==> src/rtl/alu_arbiter.sv <==
// rtl/alu_arbiter.sv - two-port ALU request arbiter/sequencer with response register and F commit (optional ALU_ARB_RR_EN round-robin grant)
module alu_arbiter (
  input  logic        clk,
  input  logic        rst_n,
  input  logic        req0_valid,
  output logic        req0_ready,
  input  logic [5:0]  req0_op,
  input  logic [15:0] req0_src0,
  input  logic [15:0] req0_src1,
  input  logic [15:0] req0_imm,
  input  logic        req0_fwe,
  input  logic        req1_valid,
  output logic        req1_ready,
  input  logic [5:0]  req1_op,
  input  logic [15:0] req1_src0,
  input  logic [15:0] req1_src1,
  input  logic [15:0] req1_imm,
  input  logic        req1_fwe,
  output logic [5:0]  alu_opcode,
  output logic [15:0] alu_src0,
  output logic [15:0] alu_src1,
  output logic [15:0] alu_imm,
  input  logic [15:0] alu_result,
  input  logic [7:0]  alu_flags,
  output logic        rsp_valid,
  input  logic        rsp_ready,
  output logic        rsp_id,
  output logic [15:0] rsp_result,
  output logic [7:0]  rsp_flags,
  input  logic        flags_ld,
  input  logic [7:0]  flags_din,
  output logic [7:0]  flags_q,
  output logic        busy
);

  typedef enum logic [1:0] {
    ST_IDLE = 2'd0,
    ST_EXEC = 2'd1,
    ST_RESP = 2'd2
  } state_t;

  state_t      state_q, state_d;
  logic        grant;
  logic        accept;

  logic [5:0]  op_q;
  logic [15:0] src0_q, src1_q, imm_q;
  logic        fwe_q;
  logic        id_q;
  logic [15:0] rsp_result_q;
  logic [7:0]  rsp_flags_q;
  logic [7:0]  f_q;

`ifdef ALU_ARB_RR_EN
  logic last_q;

  // Round-robin: under contention the port not served last wins.
  always_comb begin
    grant = 1'b0;
    if (req0_valid && req1_valid) grant = ~last_q;
    else if (req1_valid)          grant = 1'b1;
  end

  // Last-served pointer moves only when a request is actually taken.
  always_ff @(posedge clk or negedge rst_n) begin
    if (!rst_n)      last_q <= 1'b1;
    else if (accept) last_q <= grant;
  end
`else
  // Fixed priority: port 1 is granted only when port 0 is not asking.
  always_comb begin
    grant = !req0_valid && req1_valid;
  end
`endif

  assign req0_ready = (state_q == ST_IDLE) && !grant;
  assign req1_ready = (state_q == ST_IDLE) && grant;
  assign accept     = (state_q == ST_IDLE) && (grant ? req1_valid : req0_valid);

  // State register.
  always_ff @(posedge clk or negedge rst_n) begin
    if (!rst_n) state_q <= ST_IDLE;
    else        state_q <= state_d;
  end

  // Next-state: one ALU cycle, then hold the response until it is taken.
  always_comb begin
    state_d = state_q;
    case (state_q)
      ST_IDLE: if (accept)    state_d = ST_EXEC;
      ST_EXEC:                state_d = ST_RESP;
      ST_RESP: if (rsp_ready) state_d = ST_IDLE;
      default:                state_d = ST_IDLE;
    endcase
  end

  // Operand registers capture the granted payload; they keep driving the ALU afterwards.
  always_ff @(posedge clk or negedge rst_n) begin
    if (!rst_n) begin
      op_q   <= '0;
      src0_q <= '0;
      src1_q <= '0;
      imm_q  <= '0;
      fwe_q  <= 1'b0;
      id_q   <= 1'b0;
    end else if (accept) begin
      op_q   <= grant ? req1_op   : req0_op;
      src0_q <= grant ? req1_src0 : req0_src0;
      src1_q <= grant ? req1_src1 : req0_src1;
      imm_q  <= grant ? req1_imm  : req0_imm;
      fwe_q  <= grant ? req1_fwe  : req0_fwe;
      id_q   <= grant;
    end
  end

  // Response capture at the end of the EXEC cycle.
  always_ff @(posedge clk or negedge rst_n) begin
    if (!rst_n) begin
      rsp_result_q <= '0;
      rsp_flags_q  <= '0;
    end else if (state_q == ST_EXEC) begin
      rsp_result_q <= alu_result;
      rsp_flags_q  <= alu_flags;
    end
  end

  // Architectural F: a direct load overrides a simultaneous ALU flag commit.
  always_ff @(posedge clk or negedge rst_n) begin
    if (!rst_n)                          f_q <= '0;
    else if (flags_ld)                   f_q <= flags_din;
    else if (state_q == ST_EXEC && fwe_q) f_q <= alu_flags;
  end

  assign alu_opcode = op_q;
  assign alu_src0   = src0_q;
  assign alu_src1   = src1_q;
  assign alu_imm    = imm_q;
  assign rsp_valid  = (state_q == ST_RESP);
  assign rsp_id     = id_q;
  assign rsp_result = rsp_result_q;
  assign rsp_flags  = rsp_flags_q;
  assign flags_q    = f_q;
  assign busy       = (state_q != ST_IDLE);

endmodule

==> config.mk <==
export PLATFORM = sky130hd
export DESIGN_NAME = alu_arbiter
export DESIGN_NICKNAME = d
export VERILOG_FILES = /design/src/rtl/alu_arbiter.sv
export SDC_FILE = /design/constraint.sdc
export NUM_CORES = 1
export LEC_CHECK = 0
export ABC_AREA = 0
export BUFFER_PORTS_ARGS = -buffer_cell sky130_fd_sc_hd__buf_2
export CORE_MARGIN = 4
export CORE_UTILIZATION = 44
export DETAILED_ROUTE_END_ITERATION = 10
export HOLD_SLACK_MARGIN = 0.12
export PLACE_DENSITY_LB_ADDON = 0.1
export SYNTH_ARGS = -nofsm -noshare
export SYNTH_HDL_FRONTEND = slang
export SYNTH_SLANG_ARGS = --single-unit
==> constraint.sdc <==
create_clock -name clk -period 2 [get_ports clk]
set_input_delay 0.2 -clock clk [delete_from_list [all_inputs] [get_ports clk]]
set_output_delay 0.2 -clock clk [all_outputs]
set_load 0.005 [all_outputs]
==> PnR_summary.wiki, run 1 <==
{| class="wikitable"
! Metric !! Value
|-
| Outcome || complete, no violations
|-
| IO buf count || 238
|-
| CTS max path bufs || 2
|-
| Final std cells w/o fill || 694
|-
| Number of iterations in the first detailed-routing pass || 4
|-
| Synth Area in Simple Gates || 3.28%
|-
| Pint || 5.23 mW
|-
| Vias per Instance || 4.73
|-
| Vias post-DR || 3281
|-
| Dominant combinational cell family by area after synthesis || multiplexers
|-
| Number of distinct standard cells referenced by the synthesized netlist || 20
|-
| Synthesis warning total || 0
|-
| Core Area || 9280 um^2
|-
| Mean Syn Cell Area || 14.8 um^2
|-
| Total placed cells including tap cells || 646
|-
| Leakage || 3.07 nW
|-
| Classification of the worst setup path || in2out
|-
| PwrDens || 1250 nW/um^2
|-
| Synthesized cell area || 4240 um^2
|-
| Multiplexer share of the synthesized area || 38.1%
|-
| Unrepaired setup endpoints after global routing || false
|-
| Area share of fa/ha/maj cells after synthesis || 0%
|-
| Post-route clock period utilization || 94.7%
|-
| DIE AREA || 11300 um^2
|-
| Maximum number of pins on one net before global-route repair || 44
|-
| Cells taking the most area after synthesis || sky130_fd_sc_hd__dfrtp_1 53%, sky130_fd_sc_hd__mux2_2 28%, sky130_fd_sc_hd__mux2_4 9.9%, sky130_fd_sc_hd__a21oi_1 2.1%, sky130_fd_sc_hd__nor2b_1 1.2%
|-
| Min-Delay Path Class || in2reg
|-
| Chip Height || 106 um
|-
| Initial antenna violation count || 0
|-
| Via count of the first global-routing pass || 3606
|-
| Startpoint class of the critical path || input pin
|-
| Half-perimeter wire length of the detailed placement result || 8480 um
|-
| Number of DRC markers in iteration 0 || 97
|-
| Clock latency on the worst-skew pair || 350 ps
|-
| Setup TNS || 0 ps
|-
| Highest ir drop seen on vdd || 0.000698 V
|-
| Antenna viol nets, final || 0
|-
| Synth-to-Final Area Change || 44.3%
|-
| Net count after synthesis || 435
|-
| I/O Pins || 239
|-
| Clock transition at path regs || 80 ps
|-
| Sequential element share of the synthesized area || 53.2%
|-
| Proportion of power drawn by flip-flops and latches || 41.3%
|-
| Post-Synthesis Cells || 287
|-
| Worst Clk Skew || 11.5 ps
|-
| Tightest slew margin relative to the limit || 65.0%
|-
| Commonest cells after routing, fill and taps aside || 237 x sky130_fd_sc_hd__buf_2, 106 x sky130_fd_sc_hd__mux2_2, 90 x sky130_fd_sc_hd__dfrtp_1
|-
| Routed WL || 11000 um
|-
| Total net switching power || 2.41 mW
|-
| Diode insertion count for antenna repair || 0
|-
| Portion of total power attributed to the clock network || 15.8%
|-
| Final GP Congestion || 0.743
|-
| Nets || 709
|-
| Required time of the worst setup path || 1800 ps
|-
| Global-route wire length before repair || 17700 um
|-
| Number of design rule violations left after detail routing || 0
|-
| Post-cts repair resize count || 0
|-
| Post-synthesis share of cell area spent on xor and xnor gates || 0%
|-
| Fraction of layout cells with a size suffix above 1 || 70.6%
|-
| Max Fclk || 528 MHz
|-
| Worst Setup End Kind || output port
|-
| Cell type contributing the most total cell area after synthesis || sky130_fd_sc_hd__dfrtp_1
|-
| Share of total power consumed by net switching || 31.5%
|-
| Site Rows || 35
|-
| Area fraction in compound gates after synthesis || 2.42%
|-
| Combinational group share of total power || 42.9%
|-
| TritonCTS clock tree || built
|-
| Remaining Overflow, GRT || 0
|-
| DR WL/cell || 15.8 um
|-
| Final Critical Period || 1890 ps
|-
| Register bit total from synthesis || 90
|-
| Finish-stage setup viols || 0
|-
| Clock Tree Root || sky130_fd_sc_hd__clkbuf_8
|-
| Number of max-slew violations in the final report || 0
|-
| Data arrival time of the critical path || 1690 ps
|-
| Width of the die || 106 um
|-
| Total GRT Usage || 19.9%
|-
| Count of final hold-check violations || 0
|-
| CTS H-tree depth || 3
|-
| Number of max-capacitance violations reported || 0
|-
| Commonest non-fill, non-tap cell in the layout || sky130_fd_sc_hd__buf_2
|-
| Yosys top cell area share || 53.2%
|-
| Slew at the pin closest to its max-slew limit || 525 ps
|-
| Sinks on the clock net || 90
|-
| Initial core utilization || 45.6%
|-
| Highest fanout seen on the critical path || 21
|-
| TritonCTS buffer count || 9
|}
final timing paths:
kind / start / endpoint / slack (ps) / cells past startpoint
max: req0_valid / req0_ready / 110 / 6
min: flags_din[5] / flags_q[5] / 140 / 3
max reg2reg: state_q[0] / alu_imm[8] / 320 / 4
min reg2reg: rsp_result[15] / rsp_result[15] / 510 / 1
max in group asynchronous: rst_n / alu_src1[12] / 870 / 3
min in group asynchronous: rst_n / rsp_result[1] / 360 / 2
repair_timing:
action	in CTS	in global routing
hold buffers	33	0
buffers inserted	0	0
endpoints found under the hold margin	72	0
worst max-delay path: stages:
cell and delay (ps):
sky130_fd_sc_hd__dlygate4sd3_1 530, sky130_fd_sc_hd__buf_2 130, sky130_fd_sc_hd__nand2b_4 290, sky130_fd_sc_hd__buf_4 250
sky130_fd_sc_hd__and2_1 160, sky130_fd_sc_hd__buf_2 130
state kept, by name (all words and copies together) (netlist names):
name and cells:
rsp_flags 8, flags_q 8, alu_imm 16, state_q 2
rsp_id 1, alu_src1 16, alu_src0 16, alu_opcode 6
fwe_q 1, rsp_result 16
Yosys cell counts:
library cell / instances
sky130_fd_sc_hd__o21a_1: 1
sky130_fd_sc_hd__nor2_2: 1
sky130_fd_sc_hd__nand3b_1: 1
sky130_fd_sc_hd__nand2_1: 8
sky130_fd_sc_hd__o21ai_0: 1
sky130_fd_sc_hd__dfrtp_1: 90
sky130_fd_sc_hd__buf_6: 4
sky130_fd_sc_hd__clkbuf_1: 2
sky130_fd_sc_hd__nor2b_1: 8
sky130_fd_sc_hd__buf_2: 6
sky130_fd_sc_hd__a21oi_1: 18
sky130_fd_sc_hd__mux2_4: 28
sky130_fd_sc_hd__and3b_1: 1
sky130_fd_sc_hd__buf_4: 5
sky130_fd_sc_hd__inv_1: 2
sky130_fd_sc_hd__mux2_2: 106
sky130_fd_sc_hd__and2_1: 1
sky130_fd_sc_hd__nand2b_1: 2
sky130_fd_sc_hd__nand2b_4: 1
sky130_fd_sc_hd__nor2_1: 1
logic make-up after synthesis:
family | after synthesis
and+or+nand+nor | 24
buffers and inverters | 19
muxes | 134
AOI/OAI and AO/OA | 20
DFF | 90
metrics by stage:
| stage | instance area [um^2] | util, % | worst slack [ps] | total power, mW | hold slack (ps) |
|---|---|---|---|---|---|
| after global routing | 6110 | 65.8 | 27.8 | 8.18 | 148 |
| after global placement | 5590 | 60.2 | 376 | 6.37 | 214 |
| after floorplan | 4240 | - | 520 | 4.97 | -95.6 |
| after detailed placement | 5590 | 60.2 | 357 | 6.48 | 219 |
| final | 6110 | 65.8 | 106 | 7.64 | 143 |
| after CTS | 6110 | 65.8 | 94.1 | 7.76 | 133 |
layout make-up:
class	count	area, um^2
clock buffer	9	124
tap	129	161
clock inverter	6	66.3
fill	749	3170
timing repair buffer	280	1640
multi-input combinational	178	1860
inverter	2	7.51
sequential	90	2250
routing by layer:
metal	part of all wire [%]	vias to the layer above	global-route usage, %
met5	0	-	0
met4	2.2	0	7.49
met3	8.7	18	6.07
met2	51	140	35.1
met1	38	1559	22.5
li1	-	1564	-
power groups by stage:
stage               logic [mW]  clock network, mW  registers [mW]
finish                    3.28               1.21            3.16
global route              3.58               1.32            3.29
CTS                       3.34               1.25            3.16
detailed placement        3.29                  0            3.19
global placement          3.22                  0            3.15
floorplan                 1.71                  0            3.25
(Power assumes the default switching activity.)
==> run 2: changes to the inputs <==
- MAX_ROUTING_LAYER: not set -> met4
==> PnR_summary.wiki, run 2 (synthesis results as in run 1) <==
{| class="wikitable"
! Metric !! Value
|-
| Outcome || complete, no violations
|-
| Startpoint class of the critical path || input pin
|-
| Chip Height || 106 um
|-
| Unrepaired setup endpoints after global routing || false
|-
| Finish-stage setup viols || 0
|-
| Worst reg-to-reg path cell count || 4
|-
| Minimum hold slack || 143 ps
|-
| DIE AREA || 11300 um^2
|-
| Setup slack of the worst register-to-register path || 330 ps
|-
| Slew at the pin closest to its max-slew limit || 528 ps
|-
| Tightest slew margin relative to the limit || 64.8%
|-
| Min-Delay Path Class || in2reg
|-
| Total GRT Usage || 20.5%
|-
| Number of iterations in the first detailed-routing pass || 4
|-
| IO buf count || 238
|-
| Detailed route wirelength on metal3 || 819 um
|-
| Count of final hold-check violations || 0
|-
| Site Rows || 35
|-
| Data arrival time of the critical path || 1700 ps
|-
| DR WL/cell || 15.8 um
|-
| Top layer used by detailed routing || met4
|-
| Cells traversed along the worst timing path || dlygate4sd3_1 > buf_2 > nand2b_4 > buf_4 > and2_1 > buf_2
|-
| Remaining Overflow, GRT || 0
|-
| Worst Setup End Kind || output port
|-
| Via count of the first global-routing pass || 3605
|-
| Worst Clk Skew || 12.0 ps
|-
| Number of DRC markers in iteration 0 || 103
|-
| RR Startpoint || state_q[0]
|-
| Clock Tree Root || sky130_fd_sc_hd__clkbuf_8
|-
| Worst path max stage delay || 530 ps
|-
| Half-perimeter wire length of the detailed placement result || 8480 um
|-
| Clock transition at path regs || 80 ps
|-
| Highest fanout seen on the critical path || 21
|-
| Commonest cells after routing, fill and taps aside || 237 x sky130_fd_sc_hd__buf_2, 106 x sky130_fd_sc_hd__mux2_2, 90 x sky130_fd_sc_hd__dfrtp_1
|-
| Number of design rule violations left after detail routing || 0
|-
| TritonCTS buffer count || 9
|-
| CTS max path bufs || 2
|-
| Antenna viol nets, final || 0
|-
| Leakage || 3.07 nW
|-
| Final std cells w/o fill || 694
|-
| Commonest non-fill, non-tap cell in the layout || sky130_fd_sc_hd__buf_2
|-
| Width of the die || 106 um
|-
| Nets || 709
|-
| Global-route wire length before repair || 17700 um
|-
| Fraction of layout cells with a size suffix above 1 || 70.6%
|-
| Sinks on the clock net || 90
|-
| Total placed cells including tap cells || 646
|-
| Highest ir drop seen on vdd || 0.000701 V
|-
| Routed WL || 10900 um
|-
| Worst min-delay path endpoint || flags_q[6]
|-
| Number of cells on the worst hold path || 3
|-
| Max Fclk || 527 MHz
|-
| PwrDens || 1250 nW/um^2
|-
| Start point of the worst hold path || flags_din[6]
|-
| Required time of the worst setup path || 1800 ps
|-
| Initial antenna violation count || 0
|-
| Core Area || 9280 um^2
|-
| I/O Pins || 239
|-
| Maximum number of pins on one net before global-route repair || 44
|-
| Final Critical Period || 1900 ps
|-
| Diode insertion count for antenna repair || 0
|-
| Post-route clock period utilization || 94.9%
|-
| Standard cell with the maximum stage delay on the critical path || sky130_fd_sc_hd__dlygate4sd3_1
|-
| Clock latency on the worst-skew pair || 350 ps
|-
| Post-cts repair resize count || 0
|-
| Number of max-capacitance violations reported || 0
|-
| Detailed-route wire length on metal 1 || 4270 um
|-
| Setup TNS || 0 ps
|-
| Final GP Congestion || 0.752
|-
| Classification of the worst setup path || in2out
|-
| DR WL met2 || 5620 um
|-
| Crit Reg-Reg Endpoint || alu_imm[8]
|-
| Vias per Instance || 4.68
|-
| Number of max-slew violations in the final report || 0
|-
| CTS H-tree depth || 3
|-
| Vias post-DR || 3245
|-
| Most prevalent standard cell on the critical path || sky130_fd_sc_hd__buf_2
|-
| Initial core utilization || 45.6%
|-
| Synth-to-Final Area Change || 44.3%
|-
| TritonCTS clock tree || built
|}
## run 2: cell counts in the layout (fill, tap and decap cells not counted)
No cell type changed its count.
## run 2: layout make-up
type / count / area (um^2)
Fill cell: 749 / 3170
Sequential cell: 90 / 2250
Multi-Input combinational cell: 178 / 1860
Timing Repair Buffer: 280 / 1640
Tap cell: 129 / 161
Clock buffer: 9 / 124
Clock inverter: 6 / 66.3
Inverter: 2 / 7.51
## run 2: timing repair
| item | CTS | global route |
|---|---|---|
| setup buffers | 0 | 0 |
| endpoints found under the setup margin | 0 | 0 |
| hold endpoints to repair | 72 | 0 |
| hold buffers | 33 | 0 |
## run 2: per-stage QoR
| step | instance area [um^2] | setup WS, ps | utilization (%) | power (mW) |
|---|---|---|---|---|
| after floorplan | 4240 | 520 | - | 4.97 |
| after global placement | 5590 | 376 | 60.2 | 6.37 |
| after detailed placement | 5590 | 357 | 60.2 | 6.48 |
| after CTS | 6110 | 94.1 | 65.8 | 7.76 |
| after global routing | 6110 | 27.9 | 65.8 | 8.18 |
| final | 6110 | 102 | 65.8 | 7.64 |
## run 2: report_power, final
| part | internal, mW | leakage [nW] | switching [mW] | total [mW] |
|---|---|---|---|---|
| logic | 1.94 | 1.93 | 1.34 | 3.28 |
| registers | 2.72 | 1.05 | 0.439 | 3.16 |
| clock network | 0.573 | 0.0877 | 0.632 | 1.20 |
| total | 5.23 | 3.07 | 2.41 | 7.64 |
## run 2: routing by layer
metal  track usage [%]  vias up
met2              35.1      137
met1              23.3     1531
li1                  -     1561
met5                 -        -
met4              7.22        0
met3              5.22       16
## run 2: critical path, delay by kind of cell
family / cells / cell delay [ps]
buffers and inverters: 4 / 1050
and+or+nand+nor: 2 / 450
## run 2: worst max-delay path by stage
stage | startpoint | to | cells past startpoint
after global routing | req0_valid | req0_ready | 6
after CTS | req0_valid | req0_ready | 6
after detailed placement | state_q[0] | alu_imm[0] | 4
after floorplan | state_q[0] | alu_imm[0] | 5
final | req0_valid | req0_ready | 6
after global placement | state_q[0] | alu_imm[1] | 4
==> run 3: changes to the inputs <==
==> constraint.sdc (replaced) <==
create_clock -name clk -period 2 [get_ports clk]
set_input_delay 0.4 -clock clk [delete_from_list [all_inputs] [get_ports clk]]
set_output_delay 0.4 -clock clk [all_outputs]
set_load 0.005 [all_outputs]
==> PnR_summary.wiki, run 3 (synthesis results as in run 1) <==
{| class="wikitable"
! Metric !! Value
|-
| Outcome || complete, no violations
|-
| Remaining Overflow, GRT || 0
|-
| Final GP Congestion || 0.760
|-
| Family with the most delay on the worst path || flip-flops
|-
| Via count of the first global-routing pass || 3343
|-
| Highest ir drop seen on vdd || 0.00101 V
|-
| Data arrival time of the critical path || 1310 ps
|-
| Post-route clock period utilization || 85.3%
|-
| Min-Delay Path Class || in2reg
|-
| Total of fill cells in the finished design || 804
|-
| Classification of the worst setup path || reg2out
|-
| Clock latency on the worst-skew pair || 340 ps
|-
| Initial antenna violation count || 0
|-
| Final Critical Period || 1710 ps
|-
| Startpoint class of the critical path || flop
|-
| Global-route wire length before repair || 16500 um
|-
| Buffers plus inverters on the worst setup path || 2
|-
| Synth-to-Final Area Change || 35.9%
|-
| Number of max-capacitance violations reported || 0
|-
| DIE AREA || 11300 um^2
|-
| Worst path max stage delay || 430 ps
|-
| Commonest cells after routing, fill and taps aside || 237 x sky130_fd_sc_hd__buf_2, 106 x sky130_fd_sc_hd__mux2_2, 90 x sky130_fd_sc_hd__dfrtp_1
|-
| Start point of the worst hold path || rsp_ready
|-
| Antenna viol nets, final || 0
|-
| CTS max path bufs || 2
|-
| I/O Pins || 239
|-
| Diode insertion count for antenna repair || 0
|-
| PwrDens || 1280 nW/um^2
|-
| DR WL/cell || 15.4 um
|-
| RR Startpoint || state_q[0]
|-
| Total GRT Usage || 18.7%
|-
| Clock transition at path regs || 90 ps
|-
| Number of iterations in the first detailed-routing pass || 4
|-
| Finish-stage setup viols || 0
|-
| CTS Hold Bufs || 1
|-
| Leakage || 2.92 nW
|-
| Half-perimeter wire length of the detailed placement result || 8060 um
|-
| Slew at the pin closest to its max-slew limit || 440 ps
|-
| CTS H-tree depth || 3
|-
| TritonCTS buffer count || 9
|-
| Setup Fix Bufs, Post-CTS || 0
|-
| Worst Clk Skew || 8.10 ps
|-
| Cells traversed along the worst timing path || nor2_2 > inv_1 > nor2_1 > buf_2
|-
| Total non-filler cell area in the finished layout || 5750 um^2
|-
| Worst Setup End Kind || output port
|-
| Unrepaired setup endpoints after global routing || false
|-
| Worst Setup Slack, final || 295 ps
|-
| Final Total Pwr || 7.38 mW
|-
| Standard cell with the maximum stage delay on the critical path || sky130_fd_sc_hd__dfrtp_1
|-
| IO buf count || 238
|-
| Number of DRC markers in iteration 0 || 91
|-
| Minimum hold slack || 242 ps
|-
| Fraction of layout cells with a size suffix above 1 || 74.6%
|-
| Required time of the worst setup path || 1600 ps
|-
| Routed WL || 10200 um
|-
| Tightest slew margin relative to the limit || 70.6%
|-
| Pre-CTS setup slack || 275 ps
|-
| TritonCTS clock tree || built
|-
| Area post-placement || 5570 um^2
|-
| Area occupied by multi-input gates || 1860 um^2
|-
| Maximum number of pins on one net before global-route repair || 57
|-
| Sinks on the clock net || 90
|-
| Core Area || 9280 um^2
|-
| Setup TNS || 0 ps
|-
| Number of max-slew violations in the final report || 0
|-
| Post-cts repair resize count || 0
|-
| Width of the die || 106 um
|-
| Number of design rule violations left after detail routing || 0
|-
| Max Fclk || 586 MHz
|-
| Vias post-DR || 3155
|-
| Site Rows || 35
|-
| Vias per Instance || 4.77
|-
| Crit path from || state_q[0]
|-
| Chip Height || 106 um
|-
| Initial core utilization || 45.6%
|-
| Storage cell area || 2250 um^2
|-
| Count of final hold-check violations || 0
|-
| Highest fanout seen on the critical path || 5
|-
| Nets || 675
|-
| Commonest non-fill, non-tap cell in the layout || sky130_fd_sc_hd__buf_2
|-
| Clock Tree Root || sky130_fd_sc_hd__clkbuf_8
|}
==> run 3: changes by cell type in the layout (fill, tap and decap cells not counted), sizes merged <==
| cell | before | now |
|---|---|---|
| bufinv | 1 | 0 |
| clkinvlp | 3 | 2 |
| clkinv | 1 | 3 |
| buf | 247 | 245 |
| clkbuf | 9 | 10 |
| dlygate4sd3 | 33 | 1 |
==> run 3: final timing paths <==
path                            endpoint  slack (ps)  depth (start not counted)
min reg2reg                   alu_imm[8]         500                          1
max reg2reg                  alu_src0[8]         300                          4
max                           req1_ready         290                          4
min                           state_q[1]         240                          2
max in group asynchronous   rsp_flags[1]         890                          3
min in group asynchronous  rsp_result[3]         530                          2
==> run 3: area by class of cell <==
type                    count  area share [%]
well taps                 129            2.80
multi-input cells         178            32.3
repair buffers            246            22.7
clock inverters             6           0.739
clock buffers              10            2.22
inverters                   2           0.130
flip-flops and latches     90            39.1
==> run 3: worst register-to-register path, cell delays in order, from the launching register on <==
cell	delay (ps)
sky130_fd_sc_hd__dfrtp_1	430
sky130_fd_sc_hd__nor2_2	240
sky130_fd_sc_hd__o21a_2	210
sky130_fd_sc_hd__buf_12	270
sky130_fd_sc_hd__mux2_2	430
==> run 3: per-stage QoR <==
stage / utilization [%] / instances
2_1_floorplan: - / 287
3_3_place_gp: 60.0 / 644
3_5_place_dp: 60.0 / 644
4_1_cts: 62.0 / 661
5_1_grt: 62.0 / 661
6_report: 62.0 / 661
==> run 3: power by group <==
| group | internal, mW | switching [mW] |
|---|---|---|
| logic | 1.86 | 1.27 |
| registers | 2.72 | 0.436 |
| clock network | 0.455 | 0.632 |
==> run 3: metal layers <==
metal  wire (um)  track usage, %  vias up
li1            -               -     1500
met1        4100            23.2     1500
met2        5200            31.4      140
met3         714            3.64       15
met4         157            5.37        0
met5           0               -        -
